`config.mk`:
```
export PLATFORM = sky130hd
export DESIGN_NAME = car_sensor_sequencer
export DESIGN_NICKNAME = d
export VERILOG_FILES = /design/src/rtl/car_sensor_sequencer.sv
export SDC_FILE = /design/constraint.sdc
export NUM_CORES = 1
export LEC_CHECK = 0
export ABC_AREA = 1
export CAP_MARGIN = 0
export CORE_MARGIN = 2
export CORE_UTILIZATION = 54
export CTS_BUF_LIST = sky130_fd_sc_hd__clkbuf_16
export DETAILED_ROUTE_END_ITERATION = 8
export PLACE_DENSITY = 0.82
export SLEW_MARGIN = 20
export SYNTH_ARGS = -nofsm -noshare
export SYNTH_HDL_FRONTEND = slang
export SYNTH_SLANG_ARGS = --single-unit
```
`constraint.sdc`:
```
create_clock -name clk -period 2.9 [get_ports clk]
set_clock_uncertainty 0.05 [all_clocks]
set_input_delay 0.435 -clock clk [delete_from_list [all_inputs] [get_ports clk]]
set_output_delay 0.435 -clock clk [all_outputs]
set_load 0.02 [all_outputs]
```
`src/rtl/car_sensor_sequencer.sv`:
```
// Emulates the A/B beam sensors of a car park gate for one enter or exit pass.
// Define CAR_SENSOR_SEQ_ABORT_EN to add the abort input and aborted output.
module car_sensor_sequencer #(
    parameter int PHASE_CYCLES = 4,
    parameter int CNT_W        = 8
) (
    input  logic             clk,
    input  logic             reset_n,
    input  logic             start_enter,
    input  logic             start_exit,
`ifdef CAR_SENSOR_SEQ_ABORT_EN
    input  logic             abort,
    output logic             aborted,
`endif
    output logic             A,
    output logic             B,
    output logic             busy,
    output logic             done,
    output logic [CNT_W-1:0] enter_cnt,
    output logic [CNT_W-1:0] exit_cnt
);

    localparam int PW = (PHASE_CYCLES > 1) ? $clog2(PHASE_CYCLES) : 1;
    localparam logic [PW-1:0] PH_LAST = PW'(PHASE_CYCLES - 1);

    typedef enum logic [1:0] {
        IDLE,
        PH1,
        PH2,
        PH3
    } state_t;

    state_t        state;
    logic          dir;
    logic [PW-1:0] ph_cnt;
    logic          abort_req;

`ifdef CAR_SENSOR_SEQ_ABORT_EN
    assign abort_req = abort;
`else
    assign abort_req = 1'b0;
`endif

    // Exit mirrors enter: the inner beam is broken first.
    function automatic logic [1:0] ab_of(input state_t s, input logic d);
        logic [1:0] ab;
        ab = 2'b00;
        unique case (s)
            IDLE: ab = 2'b00;
            PH1:  ab = d ? 2'b01 : 2'b10;
            PH2:  ab = 2'b11;
            PH3:  ab = d ? 2'b10 : 2'b01;
        endcase
        return ab;
    endfunction

    always_ff @(posedge clk) begin
        if (!reset_n) begin
            state     <= IDLE;
            dir       <= 1'b0;
            ph_cnt    <= '0;
            A         <= 1'b0;
            B         <= 1'b0;
            busy      <= 1'b0;
            done      <= 1'b0;
            enter_cnt <= '0;
            exit_cnt  <= '0;
`ifdef CAR_SENSOR_SEQ_ABORT_EN
            aborted   <= 1'b0;
`endif
        end else begin
            done <= 1'b0;
`ifdef CAR_SENSOR_SEQ_ABORT_EN
            aborted <= 1'b0;
`endif
            unique case (state)
                IDLE: begin
                    if (start_enter || start_exit) begin
                        state  <= PH1;
                        dir    <= !start_enter;
                        ph_cnt <= '0;
                        busy   <= 1'b1;
                        {A, B} <= ab_of(PH1, !start_enter);
                    end
                end
                default: begin
                    if (abort_req) begin
                        state  <= IDLE;
                        ph_cnt <= '0;
                        busy   <= 1'b0;
                        {A, B} <= 2'b00;
`ifdef CAR_SENSOR_SEQ_ABORT_EN
                        aborted <= 1'b1;
`endif
                    end else if (ph_cnt != PH_LAST) begin
                        ph_cnt <= ph_cnt + 1'b1;
                    end else begin
                        ph_cnt <= '0;
                        unique case (state)
                            PH1: begin
                                state  <= PH2;
                                {A, B} <= ab_of(PH2, dir);
                            end
                            PH2: begin
                                state  <= PH3;
                                {A, B} <= ab_of(PH3, dir);
                            end
                            default: begin
                                state  <= IDLE;
                                busy   <= 1'b0;
                                done   <= 1'b1;
                                {A, B} <= 2'b00;
                                if (dir)
                                    exit_cnt <= exit_cnt + 1'b1;
                                else
                                    enter_cnt <= enter_cnt + 1'b1;
                            end
                        endcase
                    end
                end
            endcase
        end
    end

endmodule

```
==> out/summary.txt <==
Unrepaired setup endpoints after global routing: false
H-tree levels: 1
Worst-path maximum fanout: 5
Most common cell after layout, fill and taps aside: nand2_1
Initial antenna violation count: 0
Final nets: 216
Die ar.: 0.002756 mm2
Post-synth cell types: 22
Clk Latency, worst-skew pair: 260 ps
Total number of vias: 1237
Outcome: completed
Relative slew margins: 0.6030
Hold Buf Count CTS: 0
Core area: 0.002212 mm2
Post-CTS Repair Setup Buffers: 0
Register share of total power: 0.437
DIE HEIGHT: 52.50 um
Drt total wl: 2824 um
Clk pwr share: 0.346
Crit-path slowest cell: clkdlybuf4s50_1
Die Wd: 52.50 um
Setup WS post-layout: 1095 ps
Max Clk Rate: 554.0 MHz
Final period utilization: 0.6224
Area growth from synthesis to layout: 24.63%
Yosys warns: 0
Critical Path End Type: primary output
Vias in the first global route: 1175
Via-to-Cell Ratio: 5.309
Worst-Margin Slew: 593.7 ps
Mapped Nets: 192
Pin count of the biggest net entering global routing: 19
CP cell instances: clkdlybuf4s50_1
Critical path class: flop to primary output
Multiplexer share of the synthesized area: 0
Crit path max-delay family: buffers and inverters
MaxCap Viol Count: 0
Main combinational cell family by area after synthesis: simple AND/OR/NAND/NOR gates
Initial drt markers: 22
Router iterations before antenna repair: 4
CTS tree: yes
Adder-Cell Fraction of Synth Area: 0.05911
Fin. Hold Viols: 0
FP Rows: 17
WP data arrival: 1320 ps
Drt drc: 0
Antenna diodes: 0
VDD IR max: 0.5290 mV
Startpoint types: flop
Logic pwr share: 0.217
Minimum clock period: 1805 ps
Synthesized area: 0.001270 mm2
CTS Buffer Depth: 2
DP HPWL: 1962 um
CP peak stage delay: 650 ps
Tot GR Track Use: 0.2375
Synth Area in Compound Gates: 0.1369
Setup TNS: 0 ps
Leak Pwr: 0.6688 nW
Syn_area_per_cell: 6.978 um2
Boundary pin count: 24
Initial core utilization: 0.5741
Final Wtd Congestion: 0.8452
Sw Pwr: 0.2596 mW
Final Max Tran Viols: 0
Post-Synth XOR/XNOR Area: 0
Switching portion of total power: 0.2941
Hold/Removal Path Class: flop to flop
Worst path bufs/invs: 1
Clock Sinks: 25
Register area share after synthesis: 0.3941
Clock transition at path regs: 60 ps
Commonest cells after routing, fill and taps aside: nand2_1, inv_1, nor2_1
Port Buffers: 23
Place WS: 959.0 ps
Internal: 0.6232 mW
Post-cts resize count: 0
Total power: 0.8828 mW
Syn Inst Count: 182
Power density cells: 557.7 mW/mm2
CP required: 2410 ps
First-pass GRT wire length: 4899 um
Layout cells sized above 1: 0.03902
Gr ovfl total: 0
DRT antenna net count: 0
CTS root buf: clkbuf_16
Final setup viols: 0
Simple-gate portion of the synthesized area: 0.2926
DR WL/cell: 12.12 um
Num CTS Buffers: 3
Register bit total from synthesis: 25
-- cell families after synthesis --
kind of cell	count (synthesis)
AND/OR/NAND/NOR	85
buffers and inverters	34
adder cells (fa/ha/maj)	6
AO/OA/AOI/OAI	32
flip-flops	25
-- registers in the layout, indices dropped and copies added (netlist names) --
register / count
dir: 1
enter_cnt: 8
state: 2
B: 1
A: 1
exit_cnt: 8
busy: 1
done: 1
ph_cnt: 2
-- through the flow --
stage,std cells,util,instance area (um2),hold slack (ps)
final,233,0.7155,1583,421.4
after global placement,229,0.6799,1504,407.7
after CTS,233,0.7155,1583,421.0
after floorplan,182,-,1270,378.3
after detailed placement,229,0.6799,1504,412.6
after global routing,233,0.7155,1583,449.8
-- cell type report --
cell class | count | area, um2
clock inverter | 1 | 3.754
clock buffer | 3 | 75.07
tap | 28 | 35.03
timing repair buffer | 23 | 230.2
multi-input combinational | 123 | 620.6
sequential | 25 | 500.5
fill | 184 | 629.4
inverter | 30 | 117.6
-- synthesized netlist by cell type --
library cell	number	area, um2
a21oi_1	15	75.07
a31oi_1	1	6.260
buf_2	1	5.000
buf_6	2	22.52
clkbuf_1	1	3.750
clkinv_4	1	8.760
dfxtp_1	25	500.5
ha_1	6	75.07
inv_1	29	108.9
nand2_1	35	131.4
nand2_4	1	11.26
nand3_1	11	55.05
nand4_1	5	31.28
nor2_1	29	108.9
nor2_2	1	6.260
nor2_4	2	22.52
nor3_1	1	5.000
o21a_1	1	7.510
o21ai_0	10	50.05
o21ai_1	1	5.000
o21bai_1	3	22.52
o31ai_1	1	7.510
-- power groups by stage --
stage / Combinational (mW) / Sequential (mW) / Clock, mW
floorplan: 0.133 / 0.402 / 0
global route: 0.211 / 0.389 / 0.318
detailed placement: 0.187 / 0.393 / 0
finish: 0.192 / 0.386 / 0.305
CTS: 0.192 / 0.386 / 0.309
global placement: 0.182 / 0.392 / 0
-- routing by layer --
| metal | share of wire | wire (um) | GRT usage |
|---|---|---|---|
| met1 | 0.44 | 1239 | 0.2855 |
| met2 | 0.49 | 1388 | 0.4167 |
| met3 | 0.055 | 155 | 0.04571 |
| met4 | 0.014 | 40 | 0.08547 |
| met5 | 0 | 0 | 0 |
-- worst paths after layout --
check	startpoint	cells after the start	slack (ps)	to
setup / recovery	enter_cnt[4]$_SDFFE_PN0P_	1	1100	enter_cnt[4]
hold / removal	A$_SDFFE_PN0P_	2	420	A$_SDFFE_PN0P_
setup reg to reg	state[0]$_SDFFE_PN0P_	8	1130	enter_cnt[0]$_SDFFE_PN0P_
hold reg to reg	A$_SDFFE_PN0P_	2	420	A$_SDFFE_PN0P_
No activity file was read; power rests on OpenSTA's default activity.
